`src/rtl/hs_alu_seq_if.sv`:
```
// hs_alu_seq request/result bundle between control unit and ALU.
// Optional zf/nf flag lines exist only when ALU_FLAGS_EN is defined.
interface hs_alu_seq_if #(
  parameter int WIDTH = 8
);
  logic               Req;
  logic [1:0]         Cmd;
  logic               cin;
  logic [WIDTH-1:0]   Op1;
  logic [WIDTH-1:0]   Op2;
  logic [2*WIDTH-1:0] Alu_Out;
  logic               cout;
  logic               dz;
  logic               busy;
  logic               Ack;
`ifdef ALU_FLAGS_EN
  logic               zf;
  logic               nf;

  modport master (
    output Req, Cmd, cin, Op1, Op2,
    input  Alu_Out, cout, dz, busy, Ack,
    input  zf, nf
  );

  modport slave (
    input  Req, Cmd, cin, Op1, Op2,
    output Alu_Out, cout, dz, busy, Ack,
    output zf, nf
  );
`else
  modport master (
    output Req, Cmd, cin, Op1, Op2,
    input  Alu_Out, cout, dz, busy, Ack
  );

  modport slave (
    input  Req, Cmd, cin, Op1, Op2,
    output Alu_Out, cout, dz, busy, Ack
  );
`endif
endinterface

```
`src/rtl/hs_alu_seq.sv`:
```
// Req/Ack ALU: single-cycle add/sub, shift-add mul, restoring div.
// Define ALU_FLAGS_EN to add zero/negative flag outputs zf and nf.
module hs_alu_seq #(
  parameter int WIDTH = 8,
  parameter int CNT_W = $clog2(WIDTH) + 1
) (
  input logic         clk,
  input logic         rst_n,
  hs_alu_seq_if.slave bus
);

  typedef enum logic [1:0] {
    IDLE,
    CALC,
    DONE
  } state_e;

  localparam logic [CNT_W-1:0] LAST = CNT_W'(WIDTH - 1);

  state_e             state_q, state_d;
  logic               req_q;
  logic               div_q, div_d;
  logic [2*WIDTH-1:0] p_q, p_d;
  logic [WIDTH-1:0]   b_q, b_d;
  logic [CNT_W-1:0]   cnt_q, cnt_d;
  logic [2*WIDTH-1:0] out_q, out_d;
  logic               cout_q, cout_d;
  logic               dz_q, dz_d;

  logic               start;
  logic [WIDTH:0]     add_s;
  logic [WIDTH:0]     sub_s;
  logic [WIDTH:0]     mul_sum;
  logic [2*WIDTH:0]   mul_sh;
  logic [2*WIDTH-1:0] mul_nx;
  logic [WIDTH:0]     div_sh;
  logic [WIDTH:0]     div_df;
  logic               div_ok;
  logic [WIDTH:0]     div_qs;
  logic [2*WIDTH-1:0] div_nx;
  logic [2*WIDTH-1:0] step_nx;

  assign start = bus.Req & ~req_q & (state_q == IDLE);

  assign add_s = {1'b0, bus.Op1}
               + {1'b0, bus.Op2}
               + {{WIDTH{1'b0}}, bus.cin};
  assign sub_s = {1'b0, bus.Op1}
               - {1'b0, bus.Op2}
               - {{WIDTH{1'b0}}, bus.cin};

  // mul: p_q = {partial product, remaining multiplier bits}
  assign mul_sum = {1'b0, p_q[2*WIDTH-1:WIDTH]}
                 + (p_q[0] ? {1'b0, b_q} : '0);
  assign mul_sh  = {mul_sum, p_q[WIDTH-1:0]};
  assign mul_nx  = mul_sh[2*WIDTH:1];

  // div: p_q = {partial remainder, dividend/quotient shift reg}
  assign div_sh = {p_q[2*WIDTH-1:WIDTH], p_q[WIDTH-1]};
  assign div_df = div_sh - {1'b0, b_q};
  assign div_ok = ~div_df[WIDTH];
  assign div_qs = {p_q[WIDTH-1:0], div_ok};
  assign div_nx = {div_ok ? div_df[WIDTH-1:0]
                          : div_sh[WIDTH-1:0],
                   div_qs[WIDTH-1:0]};

  assign step_nx = div_q ? div_nx : mul_nx;

  always_comb begin
    state_d = state_q;
    div_d   = div_q;
    p_d     = p_q;
    b_d     = b_q;
    cnt_d   = cnt_q;
    out_d   = out_q;
    cout_d  = cout_q;
    dz_d    = dz_q;
    unique case (state_q)
      IDLE: begin
        if (start) begin
          b_d   = bus.Op2;
          cnt_d = '0;
          p_d   = {{WIDTH{1'b0}}, bus.Op1};
          unique case (bus.Cmd)
            2'b00: begin
              out_d   = {{WIDTH{1'b0}}, add_s[WIDTH-1:0]};
              cout_d  = add_s[WIDTH];
              dz_d    = 1'b0;
              state_d = DONE;
            end
            2'b01: begin
              out_d   = {{WIDTH{1'b0}}, sub_s[WIDTH-1:0]};
              cout_d  = sub_s[WIDTH];
              dz_d    = 1'b0;
              state_d = DONE;
            end
            2'b10: begin
              div_d   = 1'b0;
              state_d = CALC;
            end
            2'b11: begin
              div_d   = 1'b1;
              state_d = CALC;
            end
          endcase
        end
      end
      CALC: begin
        p_d   = step_nx;
        cnt_d = cnt_q + 1'b1;
        if (cnt_q == LAST) begin
          out_d   = step_nx;
          cout_d  = 1'b0;
          dz_d    = div_q & (b_q == '0);
          state_d = DONE;
        end
      end
      DONE: begin
        state_d = IDLE;
      end
      default: begin
        state_d = IDLE;
      end
    endcase
  end

  always_ff @(posedge clk or negedge rst_n) begin
    if (!rst_n) begin
      state_q <= IDLE;
      req_q   <= 1'b0;
      div_q   <= 1'b0;
      p_q     <= '0;
      b_q     <= '0;
      cnt_q   <= '0;
      out_q   <= '0;
      cout_q  <= 1'b0;
      dz_q    <= 1'b0;
    end else begin
      state_q <= state_d;
      req_q   <= bus.Req;
      div_q   <= div_d;
      p_q     <= p_d;
      b_q     <= b_d;
      cnt_q   <= cnt_d;
      out_q   <= out_d;
      cout_q  <= cout_d;
      dz_q    <= dz_d;
    end
  end

  assign bus.Alu_Out = out_q;
  assign bus.cout    = cout_q;
  assign bus.dz      = dz_q;
  assign bus.busy    = (state_q != IDLE);
  assign bus.Ack     = (state_q == DONE);

`ifdef ALU_FLAGS_EN
  logic zf_q;
  logic nf_q;
  logic upd;

  // entering DONE from IDLE means add/sub, from CALC means mul/div
  assign upd = (state_d == DONE) && (state_q != DONE);

  always_ff @(posedge clk or negedge rst_n) begin
    if (!rst_n) begin
      zf_q <= 1'b0;
      nf_q <= 1'b0;
    end else if (upd) begin
      zf_q <= (out_d == '0);
      nf_q <= (state_q == IDLE) ? out_d[WIDTH-1]
                                : out_d[2*WIDTH-1];
    end
  end

  assign bus.zf = zf_q;
  assign bus.nf = nf_q;
`endif

endmodule

```
`src/flat_wrapper.sv`:
```
// flat-port wrapper written by rule: the top's interface ports become plain ports
module hs_alu_seq_flat 
#(
  parameter int WIDTH = 8,
  parameter int CNT_W = $clog2(WIDTH) + 1
)
  (clk, rst_n, bus_Req, bus_Cmd, bus_cin, bus_Op1, bus_Op2, bus_Alu_Out, bus_cout, bus_dz, bus_busy, bus_Ack);
  hs_alu_seq_if #(.WIDTH(WIDTH)) bus_i ();
  input logic clk;
  input logic rst_n;
  input wire logic [$bits(bus_i.Req)-1:0] bus_Req;
  input wire logic [$bits(bus_i.Cmd)-1:0] bus_Cmd;
  input wire logic [$bits(bus_i.cin)-1:0] bus_cin;
  input wire logic [$bits(bus_i.Op1)-1:0] bus_Op1;
  input wire logic [$bits(bus_i.Op2)-1:0] bus_Op2;
  output wire logic [$bits(bus_i.Alu_Out)-1:0] bus_Alu_Out;
  output wire logic [$bits(bus_i.cout)-1:0] bus_cout;
  output wire logic [$bits(bus_i.dz)-1:0] bus_dz;
  output wire logic [$bits(bus_i.busy)-1:0] bus_busy;
  output wire logic [$bits(bus_i.Ack)-1:0] bus_Ack;
  assign bus_i.Req = bus_Req;
  assign bus_i.Cmd = bus_Cmd;
  assign bus_i.cin = bus_cin;
  assign bus_i.Op1 = bus_Op1;
  assign bus_i.Op2 = bus_Op2;
  assign bus_Alu_Out = bus_i.Alu_Out;
  assign bus_cout = bus_i.cout;
  assign bus_dz = bus_i.dz;
  assign bus_busy = bus_i.busy;
  assign bus_Ack = bus_i.Ack;
  hs_alu_seq #(.WIDTH(WIDTH), .CNT_W(CNT_W)) u_core (.clk(clk), .rst_n(rst_n), .bus(bus_i));
endmodule
```
`config.mk`:
```
export PLATFORM = sky130hd
export DESIGN_NAME = hs_alu_seq_flat
export DESIGN_NICKNAME = d
export VERILOG_FILES = /design/src/rtl/hs_alu_seq_if.sv /design/src/rtl/hs_alu_seq.sv /design/src/flat_wrapper.sv
export SDC_FILE = /design/constraint.sdc
export NUM_CORES = 1
export LEC_CHECK = 0
export CORE_MARGIN = 4
export CORE_UTILIZATION = 42
export DETAILED_ROUTE_END_ITERATION = 10
export SLEW_MARGIN = 20
export SYNTH_ARGS = -nofsm -noshare
export SYNTH_HDL_FRONTEND = slang
export SYNTH_SLANG_ARGS = --single-unit
```
`constraint.sdc`:
```
create_clock -name clk -period 2.6 [get_ports clk]
set_input_delay 0.26 -clock clk [delete_from_list [all_inputs] [get_ports clk]]
set_output_delay 0.26 -clock clk [all_outputs]
set_load 0.005 [all_outputs]
```
-- Word level (Yosys, flattened, before mapping)
Index checks and enable logic that the tools add are counted.
Widths: inputs -> output; s select.
- add/sub/neg operators: 7
- multipliers: 0
- div/mod/pow operators: 0
- order comparisons: 0
- equality and inequality tests: 10
- shift operators: 0
- mux-type cells: 24
- bitwise gates (word level): 5
- reductions and logical operators: 14
- operators with widths (cell ; count):
    $pmux 16 s2 ; 3
    $mux 16 ; 4
    $mux 8 ; 2
    $add 8x8->9 ; 1
    $add 8x9->9 ; 1
    $add 9x1->9 ; 1
    $sub 8x8->9 ; 1
    $sub 9x1->9 ; 1
    $sub 9x8->9 ; 1
    $logic_not 8->1 ; 1
    $pmux 1 s2 ; 4
    $pmux 2 s2 ; 2
    $pmux 4 s2 ; 1
    $reduce_and 4->1 ; 2
    $eq 2x2->1 const B ; 3
    $reduce_and 2->1 ; 3
    $reduce_bool 2->1 ; 3
    $mux 1 ; 5
    $add 4x1->4 const B ; 1
    $eq 2x1->1 const B ; 2
    $eq 4x3->1 const B ; 1
    $logic_not 2->1 ; 2
    $mux 2 ; 2
    $mux 4 ; 1
    7 further kinds ; 12
- bits in registers: 50
- bits in latches: 0
- bits in writable memories: 0
- memory bits (read-only): 0
- output and inout port bits: 20
- word-level logic and storage cells: 69
- memories: 0

-- Longest topological paths before layout
- word-level depth: 5
- depth in mapped cells: 10
- mapped depth without buffers: 10

-- Worst setup path before layout
OpenSTA, ideal clock, no wires.
- kind: reg-to-reg
- from: register u_core.p_q[7]
- to: register u_core.out_q[12] (netlist: u_core.bus.Alu_Out[12])
- setup time: 0.125 ns
- arrival time: 2.282 ns
- slack: 0.193 ns
- cell stages (with the launch flop): 11
- buffers on the path: 0
- period minus slack after synthesis: 2.407 ns
- path through: dfrtp_1 inv_1 ha_1 inv_1 fa_1 a211oi_2 o211ai_2 a21oi_2 nor2_2 o311a_1 mux2_4
- word-level cells in the longest chain between the ends: 5
- ends and longest elaborated chain (item ; RTL line ; source):
    from (decl) ; hs_alu_seq.sv:23 ; logic [2*WIDTH-1:0] p_q, p_d;
    from (signal assigned) ; hs_alu_seq.sv:142 ; p_q <= p_d;
    $sub 9x8->9 ; hs_alu_seq.sv:60 ; assign div_df = div_sh - {1'b0, b_q};
    $mux 8 ; hs_alu_seq.sv:63 ; assign div_nx = {div_ok ? div_df[WIDTH-1:0]
    $mux 16 ; hs_alu_seq.sv:67 ; assign step_nx = div_q ? div_nx : mul_nx;
    $mux 16 ; hs_alu_seq.sv:111 ; if (cnt_q == LAST) begin
    $pmux 16 s2 ; hs_alu_seq.sv:78 ; unique case (state_q)
    to (signal assigned) ; hs_alu_seq.sv:145 ; out_q <= out_d;
    to (decl) ; hs_alu_seq.sv:26 ; logic [2*WIDTH-1:0] out_q, out_d;
Every way passes these cells. The select of a mux whose other input is x is not followed.
A chain may end at the register's enable or synchronous reset.

-- Final worst setup path
- from: input bus_Op1[0]
- to: register u_core.cout_q (netlist: u_core.bus.cout)
- word-level cells in the longest chain between the ends: 5
- elaborated cells on any way between the ends: 7
- classes of those cells: add/sub: 4; mux: 3
- ends and longest elaborated chain (item ; RTL line ; source):
    from (decl) ; flat_wrapper.sv:14 ; input wire logic [$bits(bus_i.Op1)-1:0] bus_Op1;
    $sub 8x8->9 or $add 8x8->9 (tied branches) ; hs_alu_seq.sv:49, hs_alu_seq.sv:46 ;
    $sub 9x1->9 or $add 9x1->9 (tied branches) ; hs_alu_seq.sv:50, hs_alu_seq.sv:47 ;
    $pmux 1 s2 (*) ; hs_alu_seq.sv:84 ; unique case (bus.Cmd)
    $mux 1 (*) ; hs_alu_seq.sv:80 ; if (start) begin
    $pmux 1 s2 (*) ; hs_alu_seq.sv:78 ;
    to (signal assigned) ; hs_alu_seq.sv:146 ; cout_q <= cout_d;
    to (decl) ; hs_alu_seq.sv:27 ; logic cout_q, cout_d;
Every way passes the cells marked *; elsewhere a longest branch is shown, timed or not. The select of a mux whose other input is x is not followed.

==> flow_metrics.env <==
export IMPL_clock_skew_ps=10.74
export IMPL_p_int_mw=2.997
export IMPL_grt_antenna_before_repair=0
export IMPL_cts_tree="done"
export IMPL_fin_tns_setup_ps=0
export IMPL_portBuffers=41
export IMPL_vdd_drop_max_mv=0.3743
export IMPL_syn_num_nets=527
export IMPL_cp_arrival_ps=2730
export IMPL_boundaryPins=42
export IMPL_drtAntennaViolNets=0
export IMPL_final_util_pct=54.33
export IMPL_synthMuxAreaShare_pct=2.998
export IMPL_clk_latency_ps=300
export IMPL_grt_usage_pct=20.07
export IMPL_n_fill_cell=884
export IMPL_swShare_pct=44.00
export IMPL_synth_edff_count=0
export IMPL_nets=610
export IMPL_die_area_um2=11060
export IMPL_min_period_over_period_pct=97.59
export IMPL_wl_mm=10.76
export IMPL_fin_cells=656
export IMPL_ys_seq_elements=50
export IMPL_viasPerCell=5.486
export IMPL_dieHeight_um=105.2
export IMPL_start_kind="primary input"
export IMPL_grt_pass1_vias=3680
export IMPL_die_x_um=105.2
export IMPL_slew_headroom_pct=61.81
export IMPL_syn_avg_cell_area_um2=8.601
export IMPL_htreeDepth=2
export IMPL_grt_first_pass_wirelength_mm=17.86
export IMPL_crit_top_cell="fa_1"
export IMPL_worstPathCellList="clkdlybuf4s50_1 -> inv_1 -> fa_1 -> fa_1 -> a21bo_2 -> a211oi_2 -> a31oi_1 -> xor2_1 -> nor2_1 -> o41ai_1"
export IMPL_dp_final_hpwl_mm=8.599
export IMPL_syn2layout_area_growth_pct=26.00
export IMPL_yosys_area_share_simple_pct=19.00
export IMPL_setup_viol=0
export IMPL_slowest_stage="clkdlybuf4s50_1"
export IMPL_ys_seq_area_share_pct=31.56
export IMPL_pwr_share_clk_pct=10.2
export IMPL_rows=35
export IMPL_grt_overflow=0
export IMPL_crit_path_end_kind="flip-flop"
export IMPL_timing_final_crit_period_ps=2537
export IMPL_stdcell_area_um2=4996
export IMPL_power_density_nw_per_um2=1071
export IMPL_synth_compound_area_share_pct=22.59
export IMPL_slowest_delay_ps=450
export IMPL_fmax_ghz=0.3941
export IMPL_clk_pin_slew_ps=100
export IMPL_tightest_slew_ps=568.5
export IMPL_p_total_mw=5.352
export IMPL_place_ws_ps=-327.7
export IMPL_drt_iter0_drc=133
export IMPL_grt_max_degree=27
export IMPL_drtPass1Iterations=4
export IMPL_synthArstFlopShare_pct=100.0
export IMPL_root_buffer="clkbuf_8"
export IMPL_synth_fa_ha_area_share_pct=15.02
export IMPL_p_switching_mw=2.355
export IMPL_synth_cells=461
export IMPL_yosysTopAreaCell="dfrtp_1"
export IMPL_holdCritPathClass="in -> reg"
export IMPL_finalWeightedCongestion=0.9186
export IMPL_clockBufferDepth=2
export IMPL_num_vias=3599
export IMPL_fin_ws_ps=62.69
export IMPL_synth_cell_types=62
export IMPL_synth_warnings=0
export IMPL_synth_top_area_share_pct=31.56
export IMPL_synthXorXnorAreaFrac_pct=3.534
export IMPL_final_max_slew_violation_count=0
export IMPL_required_ps=2800
export IMPL_holdWs_ps=395.5
export IMPL_diodes=0
export IMPL_path_max_fanout=2
export IMPL_outcome="complete, no violations"
export IMPL_cts_sinks=50
export IMPL_combPwrFrac_pct=63.4
export IMPL_power_leakage_nw=2.307
export IMPL_pwr_share_seq_pct=26.4
export IMPL_cp_top_family="compound AO/OA/AOI/OAI gates"
export IMPL_place_inst=646
export IMPL_remaining_drc_errors=0
export IMPL_synth_top_family_by_area="compound AO/OA/AOI/OAI gates"
export IMPL_place_area_um2=4802
export IMPL_yosys_top_cells_area="dfrtp_1 (32%), ha_1 (12%), o21ai_0 (4.3%), nand2_1 (4.0%), inv_1 (3.7%)"
export IMPL_ys_flop_type="dfrtp_1"
export IMPL_final_common_cell="dfrtp_1"
export IMPL_drive_gt1_share_pct=16.51
export IMPL_maxCapViolations=0
export IMPL_numCtsBuffers=5
export IMPL_critPathBufInv=2
export IMPL_syn_area_um2=3965
export IMPL_core_area_um2=9196
export IMPL_hold_viol_final=0
export IMPL_start_util_pct=43.12
export IMPL_final_cell_mix="dfrtp_1 (49), buf_4 (48), nand2_1 (42)"
export IMPL_critPathKind="in -> reg"
export IMPL_wl_per_cell_um=16.40
==> sequential cells by signal, summed over array words and instances (netlist names) <==
| signal | cells |
|---|---|
| u_core.cnt_q | 4 |
| u_core.bus.Alu_Out | 16 |
| u_core.bus.dz | 1 |
| u_core.bus.cout | 1 |
| u_core.b_q | 8 |
| u_core.p_q | 16 |
| u_core.state_q | 2 |
| u_core.req_q | 1 |
| u_core.div_q | 1 |
==> tightest hold or removal path: cells and delay by family <==
family                 cells  cell delay, ps
muxes                      1             130
buffers and inverters      2             270
==> cells in the mapped netlist, types with 8 or more instances <==
master	count
a31oi_1	9
o31ai_1	8
nand3_1	12
a21oi_1	25
dfrtp_1	50
o21ai_0	34
nor2b_1	11
inv_1	39
xnor2_1	10
and2_1	9
nor3_1	14
ha_1	38
nor2_1	34
nand2_1	42
==> per-layer routing <==
metal  part of all wire (%)  up-vias  global-route usage [%]
li1                       -     1803                       -
met1                     43     1726                   24.76
met2                     52       61                   37.08
met3                    3.4        9                   1.853
met4                    1.4        0                   5.530
met5                      0        -                       0
==> repair_timing <==
item                                    CTS  global route
hold buffers                              1             0
pin swaps                                 5             8
hold endpoints to repair                 18             0
gates resized for setup                   3            15
endpoints found under the setup margin    8            19
setup buffers                             1             0
==> area by class of cell <==
cell class | count | area (um^2) | share of cell area, %
multi-input combinational | 357 | 2570 | 51.44
sequential | 50 | 1252 | 25.07
timing repair buffer | 90 | 778.2 | 15.58
inverter | 40 | 150.1 | 3.005
tap | 111 | 138.9 | 2.780
clock buffer | 7 | 76.32 | 1.528
clock inverter | 1 | 30.03 | 0.6011
==> power by group through the flow <==
stage / clock network, mW / logic (mW) / registers [mW]
6_report: 0.545 / 3.39 / 1.41
5_1_grt: 0.588 / 3.78 / 1.46
4_1_cts: 0.562 / 3.30 / 1.41
3_5_place_dp: 0 / 3.24 / 1.42
3_3_place_gp: 0 / 3.18 / 1.42
2_1_floorplan: 0 / 2.14 / 1.33
==> final timing paths <==
kind	start	to	slack, ps	cells past startpoint
max in group asynchronous	rst_n	u_core.p_q[0]	1510	3
setup reg to reg	u_core.p_q[7]	u_core.bus.Alu_Out[12]	80	10
setup / recovery	bus_Op1[0]	u_core.bus.cout	60	10
hold / removal	bus_Op2[0]	u_core.b_q[0]	400	3
min in group asynchronous	rst_n	u_core.bus.Alu_Out[4]	460	2
hold reg to reg	u_core.bus.Alu_Out[2]	u_core.bus.Alu_Out[2]	490	2
==> cells by family (layout without fill, tap and decap cells) <==
logic type | Yosys count | in the layout
buffers and inverters | 54 | 138
multiplexers | 11 | 11
adder cells (fa/ha/maj) | 44 | 44
AO/OA/AOI/OAI | 133 | 133
flip-flops | 50 | 50
XOR/XNOR | 16 | 16
AND/OR/NAND/NOR | 153 | 153
No activity file was read; power rests on OpenSTA's default activity.
